### config.mk
export PLATFORM = sky130hd
export DESIGN_NAME = sd_sector_verifier_flat
export DESIGN_NICKNAME = d
export VERILOG_FILES = /design/src/rtl/sd_sector_verifier_if.sv /design/src/rtl/sd_sector_verifier.sv /design/src/flat_wrapper.sv
export SDC_FILE = /design/constraint.sdc
export NUM_CORES = 1
export LEC_CHECK = 0
export ABC_CLOCK_PERIOD_IN_PS = 6800
export BUFFER_PORTS_ARGS = -buffer_cell sky130_fd_sc_hd__buf_2
export CAP_MARGIN = 20
export CORE_MARGIN = 2
export CORE_UTILIZATION = 40
export CTS_CLUSTER_DIAMETER = 80
export DETAILED_ROUTE_END_ITERATION = 7
export PLACE_DENSITY = 0.68
export SYNTH_ARGS = -nofsm -noshare
export SYNTH_HDL_FRONTEND = slang
export SYNTH_SLANG_ARGS = --single-unit
export TNS_END_PERCENT = 50
### constraint.sdc
create_clock -name clk -period 6.8 [get_ports clk]
set_input_delay 1.02 -clock clk [delete_from_list [all_inputs] [get_ports clk]]
set_output_delay 1.02 -clock clk [all_outputs]
set_load 0.005 [all_outputs]
### src/rtl/sd_sector_verifier_if.sv
// AXI-Lite read channel bundle (AR + R) between the sector verifier and the card reader.
// Latency: none; wires only.
// Backpressure: arready/rready follow standard AXI valid-ready semantics.
interface sd_sector_verifier_if;
    logic [31:0] araddr;
    logic [2:0]  arprot;
    logic        arvalid;
    logic        arready;
    logic [31:0] rdata;
    logic [1:0]  rresp;
    logic        rvalid;
    logic        rready;

    modport master (
        output araddr, arprot, arvalid, rready,
        input  arready, rdata, rresp, rvalid
    );

    modport slave (
        input  araddr, arprot, arvalid, rready,
        output arready, rdata, rresp, rvalid
    );
endinterface

### src/rtl/sd_sector_verifier.sv
// Reads back NUM_SECTORS sectors word by word and checks each word against PATTERN_BASE + word index.
// Latency: arvalid rises the cycle after start; each read costs AR handshake + R handshake, no bubble between reads.
// Backpressure: one outstanding read; arvalid/araddr held until arready, rready held until rvalid; a stalled slave stalls the pass.
module sd_sector_verifier #(
    parameter logic [31:0] BASE_ADDR        = 32'h0,
    parameter int          NUM_SECTORS      = 4,
    parameter int          WORDS_PER_SECTOR = 128,
    parameter logic [31:0] PATTERN_BASE     = 32'h34120000
) (
    input  logic                 clk,
    input  logic                 rst,
    input  logic                 start,
    output logic                 busy,
    output logic                 done,
    output logic                 pass,
    output logic [15:0]          err_count,
    output logic [31:0]          first_err_addr,
    output logic [7:0]           led,
    sd_sector_verifier_if.master m_axil
);

    localparam int SW = (NUM_SECTORS > 1) ? $clog2(NUM_SECTORS) : 1;
    localparam int WW = (WORDS_PER_SECTOR > 1) ? $clog2(WORDS_PER_SECTOR) : 1;
    localparam logic [SW-1:0] LAST_SECTOR = SW'(NUM_SECTORS - 1);
    localparam logic [WW-1:0] LAST_WORD   = WW'(WORDS_PER_SECTOR - 1);

    typedef enum logic [1:0] {S_IDLE, S_ADDR, S_DATA, S_DONE} state_t;

    state_t        state_q, state_d;
    logic [31:0]   araddr_q, araddr_d;
    logic          arvalid_q, arvalid_d;
    logic          rready_q, rready_d;
    logic          busy_q, busy_d;
    logic          done_q, done_d;
    logic          pass_q, pass_d;
    logic [15:0]   err_q, err_d;
    logic [31:0]   first_q, first_d;
    logic [SW-1:0] sector_q, sector_d;
    logic [WW-1:0] word_q, word_d;

    // Sector stride is fixed at 512 bytes regardless of words per sector; sum wraps mod 2^32.
    function automatic logic [31:0] calc_addr(input logic [SW-1:0] s, input logic [WW-1:0] w);
        return BASE_ADDR + (32'(s) << 9) + (32'(w) << 2);
    endfunction

    // State and all datapath registers; reset mid-pass abandons the pass outright.
    always_ff @(posedge clk) begin
        if (rst) begin
            state_q   <= S_IDLE;
            araddr_q  <= 32'h0;
            arvalid_q <= 1'b0;
            rready_q  <= 1'b0;
            busy_q    <= 1'b0;
            done_q    <= 1'b0;
            pass_q    <= 1'b0;
            err_q     <= 16'h0;
            first_q   <= 32'hFFFF_FFFF;
            sector_q  <= '0;
            word_q    <= '0;
        end else begin
            state_q   <= state_d;
            araddr_q  <= araddr_d;
            arvalid_q <= arvalid_d;
            rready_q  <= rready_d;
            busy_q    <= busy_d;
            done_q    <= done_d;
            pass_q    <= pass_d;
            err_q     <= err_d;
            first_q   <= first_d;
            sector_q  <= sector_d;
            word_q    <= word_d;
        end
    end

    logic          err_hit;
    logic          last_word;
    logic          last_sector;
    logic [SW-1:0] sector_inc;
    logic [WW-1:0] word_inc;

    // Next-state, read sequencing and error accounting.
    always_comb begin
        state_d   = state_q;
        araddr_d  = araddr_q;
        arvalid_d = arvalid_q;
        rready_d  = rready_q;
        busy_d    = busy_q;
        done_d    = done_q;
        pass_d    = pass_q;
        err_d     = err_q;
        first_d   = first_q;
        sector_d  = sector_q;
        word_d    = word_q;

        // A bad response and bad data on the same beat count as a single error.
        err_hit     = (m_axil.rresp != 2'b00) || (m_axil.rdata != (PATTERN_BASE + 32'(word_q)));
        last_word   = (word_q == LAST_WORD);
        last_sector = (sector_q == LAST_SECTOR);
        sector_inc  = sector_q + SW'(1);
        word_inc    = word_q + WW'(1);

        case (state_q)
            S_IDLE, S_DONE: begin
                if (start) begin
                    err_d     = 16'h0;
                    first_d   = 32'hFFFF_FFFF;
                    done_d    = 1'b0;
                    pass_d    = 1'b0;
                    sector_d  = '0;
                    word_d    = '0;
                    araddr_d  = calc_addr('0, '0);
                    arvalid_d = 1'b1;
                    busy_d    = 1'b1;
                    state_d   = S_ADDR;
                end
            end
            S_ADDR: begin
                if (m_axil.arready) begin
                    arvalid_d = 1'b0;
                    rready_d  = 1'b1;
                    state_d   = S_DATA;
                end
            end
            S_DATA: begin
                if (m_axil.rvalid) begin
                    rready_d = 1'b0;
                    if (err_hit) begin
                        if (err_q != 16'hFFFF) begin
                            err_d = err_q + 16'h1;
                        end
                        // Counter only saturates upward, so zero means no error seen yet this pass.
                        if (err_q == 16'h0) begin
                            first_d = araddr_q;
                        end
                    end
                    if (!last_word) begin
                        word_d = word_inc;
                    end else begin
                        word_d   = '0;
                        sector_d = sector_inc;
                    end
                    if (last_word && last_sector) begin
                        busy_d  = 1'b0;
                        done_d  = 1'b1;
                        pass_d  = (err_d == 16'h0);
                        state_d = S_DONE;
                    end else begin
                        araddr_d  = last_word ? calc_addr(sector_inc, '0) : calc_addr(sector_q, word_inc);
                        arvalid_d = 1'b1;
                        state_d   = S_ADDR;
                    end
                end
            end
            default: state_d = S_IDLE;
        endcase
    end

    // Status LEDs decode the current phase; a failing pass shows the low error count bits.
    always_comb begin
        led = 8'h01;
        case (state_q)
            S_IDLE: led = 8'h01;
            S_ADDR: led = 8'h02;
            S_DATA: led = 8'h04;
            S_DONE: led = pass_q ? 8'h08 : {1'b1, err_q[6:0]};
            default: led = 8'h01;
        endcase
    end

    assign busy           = busy_q;
    assign done           = done_q;
    assign pass           = pass_q;
    assign err_count      = err_q;
    assign first_err_addr = first_q;

    assign m_axil.araddr  = araddr_q;
    assign m_axil.arprot  = 3'b000;
    assign m_axil.arvalid = arvalid_q;
    assign m_axil.rready  = rready_q;

endmodule

### src/flat_wrapper.sv
// flat-port wrapper written by rule: the top's interface ports become plain ports
module sd_sector_verifier_flat 
#(
    parameter logic [31:0] BASE_ADDR        = 32'h0,
    parameter int          NUM_SECTORS      = 4,
    parameter int          WORDS_PER_SECTOR = 128,
    parameter logic [31:0] PATTERN_BASE     = 32'h34120000
)
  (clk, rst, start, busy, done, pass, err_count, first_err_addr, led, m_axil_araddr, m_axil_arprot, m_axil_arvalid, m_axil_rready, m_axil_arready, m_axil_rdata, m_axil_rresp, m_axil_rvalid);
  sd_sector_verifier_if m_axil_i ();
  input  logic clk;
  input  logic rst;
  input  logic start;
  output logic busy;
  output logic done;
  output logic pass;
  output logic [15:0] err_count;
  output logic [31:0] first_err_addr;
  output logic [7:0] led;
  output wire logic [$bits(m_axil_i.araddr)-1:0] m_axil_araddr;
  output wire logic [$bits(m_axil_i.arprot)-1:0] m_axil_arprot;
  output wire logic [$bits(m_axil_i.arvalid)-1:0] m_axil_arvalid;
  output wire logic [$bits(m_axil_i.rready)-1:0] m_axil_rready;
  input wire logic [$bits(m_axil_i.arready)-1:0] m_axil_arready;
  input wire logic [$bits(m_axil_i.rdata)-1:0] m_axil_rdata;
  input wire logic [$bits(m_axil_i.rresp)-1:0] m_axil_rresp;
  input wire logic [$bits(m_axil_i.rvalid)-1:0] m_axil_rvalid;
  assign m_axil_araddr = m_axil_i.araddr;
  assign m_axil_arprot = m_axil_i.arprot;
  assign m_axil_arvalid = m_axil_i.arvalid;
  assign m_axil_rready = m_axil_i.rready;
  assign m_axil_i.arready = m_axil_arready;
  assign m_axil_i.rdata = m_axil_rdata;
  assign m_axil_i.rresp = m_axil_rresp;
  assign m_axil_i.rvalid = m_axil_rvalid;
  sd_sector_verifier #(.BASE_ADDR(BASE_ADDR), .NUM_SECTORS(NUM_SECTORS), .WORDS_PER_SECTOR(WORDS_PER_SECTOR), .PATTERN_BASE(PATTERN_BASE)) u_core (.clk(clk), .rst(rst), .start(start), .busy(busy), .done(done), .pass(pass), .err_count(err_count), .first_err_addr(first_err_addr), .led(led), .m_axil(m_axil_i));
endmodule
==> impl_metrics.env <==
export IMPL_status="completed"
export IMPL_finalCritPeriodShare_pct=50.1
export IMPL_synth_edff_count=0
export IMPL_final_cell_mix="buf_2 (108), dfxtp_1 (51), nor2_1 (40)"
export IMPL_wl_per_cell_um=14.1
export IMPL_synth_top_family_by_area="simple AND/OR/NAND/NOR gates"
export IMPL_syn_cell_area_um2=3280
export IMPL_fin_nets=543
export IMPL_clock_root_buffer="clkbuf_8"
export IMPL_die_x_um=94.6
export IMPL_boundaryPins=135
export IMPL_core_area_um2=8090
export IMPL_synth_fa_ha_area_share_pct=3.43
export IMPL_cts_made_buffers=5
export IMPL_vias_per_cell=5.37
export IMPL_yosys_mux_area_fraction_pct=1.07
export IMPL_grt_pass1_vias=2824
export IMPL_grt_overflow=0
export IMPL_initial_utilization_pct=40.6
export IMPL_die_height_um=94.6
export IMPL_yosys_warnings=0
export IMPL_n_antenna_cell=0
export IMPL_fmax_mhz=294
export IMPL_cts_sinks=51
export IMPL_h_tree_depth=2
export IMPL_final_common_cell="buf_2"
export IMPL_clk_path_buf_depth=2
export IMPL_critical_path_endpoint_type="flip-flop"
export IMPL_rsz0062_at_grt="false"
export IMPL_path_class="in2reg"
export IMPL_port_buffers=108
export IMPL_grt_start_max_net_pins=53
export IMPL_dp_hpwl_mm=6.08
export IMPL_route_detailed_drc=0
export IMPL_rrSetupSlack_ns=3.71
export IMPL_synthFlopType="dfxtp_1"
export IMPL_cts_tree="built"
export IMPL_syn_avg_cell_area_um2=7.71
export IMPL_finalSetupViolCount=0
export IMPL_ys_seq_area_share_pct=31.1
export IMPL_via_count=3226
export IMPL_wl_mm=8.46
export IMPL_period_needed_ns=3.41
export IMPL_final_cell_count_no_fill=601
export IMPL_skew_ns=0.00593
export IMPL_drt_iter0_markers=243
export IMPL_grt_usage_pct=18.6
export IMPL_worstMarginPinSlew_ns=0.930
export IMPL_post_cts_buffers=0
export IMPL_ctsResizeCount=0
export IMPL_synthSimpleGateAreaFrac_pct=26.5
export IMPL_synth_async_reset_ratio_pct=0
export IMPL_clk_latency_ns=0.31
export IMPL_area_growth_pct=13.0
export IMPL_synth_xor_area_share_pct=4.27
export IMPL_ys_ff_latch=51
export IMPL_worst_slack_ns=3.39
export IMPL_gp_congestion=0.852
export IMPL_dieArea_um2=8950
export IMPL_place_ws_ns=3.05
export IMPL_clk_pin_slew_worst_paths_ns=0.10
export IMPL_ys_types=50
export IMPL_ctsHoldBuffers=0
export IMPL_worst_path_max_fanout=15
export IMPL_ant_nets=0
export IMPL_cap_violations=0
export IMPL_power_density_nw_per_um2=168
export IMPL_ir_worst_vdd_mv=0.0902
export IMPL_synth_compound_area_share_pct=18.4
export IMPL_slew_violations=0
export IMPL_row_count=33
export IMPL_p_leak_nw=1.60
export IMPL_cp_start_kind="primary input"
export IMPL_max_slew_margin_pct=38.0
export IMPL_hold_viol=0
export IMPL_final_layout_size_suffix_gt1_share_pct=25.6
export IMPL_place_inst=593
export IMPL_fin_tns_setup_ns=0
export IMPL_syn_inst=426
export IMPL_hp_class="reg2reg"
export IMPL_antenna_found_initial=0
export IMPL_first_pass_iters=4
export IMPL_cp_required_ns=7.03
export IMPL_grt_pass1_wl_mm=13.6
export IMPL_arrival_ns=3.64
-- flip-flops by register name, summed over array words and instances (netlist names), 2 cells and up --
signal	flops
u_core.err_count	16
u_core.first_err_addr	10
u_core.m_axil.araddr	9
u_core.sector_q	2
u_core.state_q	2
u_core.word_q	7
-- power breakdown --
| part | switching, mW | leakage [nW] | internal [mW] |
|---|---|---|---|
| Combinational | 0.0729 | 1.14 | 0.0492 |
| Sequential | 0.00832 | 0.412 | 0.304 |
| Clock | 0.112 | 0.0491 | 0.0760 |
| Total | 0.194 | 1.60 | 0.430 |
-- area by class of cell --
type	instances	area, um^2
fill	826	4380
multi-input combinational	317	1870
sequential	51	1020
timing repair buffer	111	563
tap	105	131
clock buffer	5	68.8
inverter	9	33.8
clock inverter	3	26.3
-- Yosys cell counts (all sizes together) (2+ instances only) --
cell | count | area share [%]
dfxtp | 51 | 31
buf | 50 | 11
nor2 | 40 | 4.6
nand2 | 35 | 4.0
a21oi | 33 | 5.0
clkbuf | 24 | 2.7
nand3 | 17 | 2.6
o21ai | 15 | 2.3
nand2b | 13 | 2.5
xnor2 | 10 | 2.7
ha | 9 | 3.4
inv | 9 | 1.0
nand4 | 9 | 1.7
o22ai | 9 | 1.7
nor3 | 8 | 1.2
a22oi | 7 | 1.6
a31oi | 7 | 1.3
and3 | 7 | 1.3
nor3b | 7 | 1.6
nor4 | 7 | 1.5
a211oi | 6 | 1.4
a311oi | 6 | 1.6
xor2 | 6 | 1.6
and2 | 4 | 0.76
and4 | 4 | 1.1
a21o | 3 | 0.69
nor4b | 3 | 0.99
or2 | 3 | 0.57
or4 | 3 | 0.69
a21boi | 2 | 0.46
a41oi | 2 | 0.53
and3b | 2 | 0.53
mux2i | 2 | 0.61
-- metrics by stage --
| stage | hold WS [ns] | total power, mW | instance area, um^2 | util [%] |
|---|---|---|---|---|
| CTS | 0.480 | 0.628 | 3710 | 45.9 |
| finish | 0.478 | 0.623 | 3710 | 45.9 |
| global placement | 0.453 | 0.440 | 3620 | 44.7 |
| floorplan | 0.461 | 0.422 | 3380 | - |
| global route | 0.501 | 0.661 | 3710 | 45.9 |
| detailed placement | 0.463 | 0.442 | 3620 | 44.7 |
-- logic make-up after synthesis --
family	Yosys count
buffers and inverters	83
flip-flops	51
AO/OA/AOI/OAI	97
AND/OR/NAND/NOR	166
multiplexers	3
other	1
adder cells (fa/ha/maj)	9
XOR/XNOR	16
-- final timing paths --
check,start,end,cells after the start
worst min register to register,u_core.m_axil.araddr[4],u_core.m_axil.araddr[4],2
worst min-delay path,u_core.m_axil.araddr[4],u_core.m_axil.araddr[4],2
worst max register to register,u_core.state_q[0],u_core.first_err_addr[3],9
worst max-delay path,m_axil_rdata[12],u_core.pass,8
-- worst max-delay path, stage by stage --
cell and delay, ns:
buf_2 0.09, nor4_1 0.29, nand4_1 0.13, or4_1 0.80, nor3b_1 0.26, mux2_4 0.30, or4_1 0.52, o31ai_1 0.22
-- per-layer routing --
metal  routed length, um  vias up  global-route usage (%)
li1                    -     1579                       -
met1                3740     1484                    25.7
met4                  75        0                    4.35
met3                 774        6                    2.87
met2                3870      157                    30.7
met5                   0        -                       0
No activity file was read; power rests on OpenSTA's default activity.
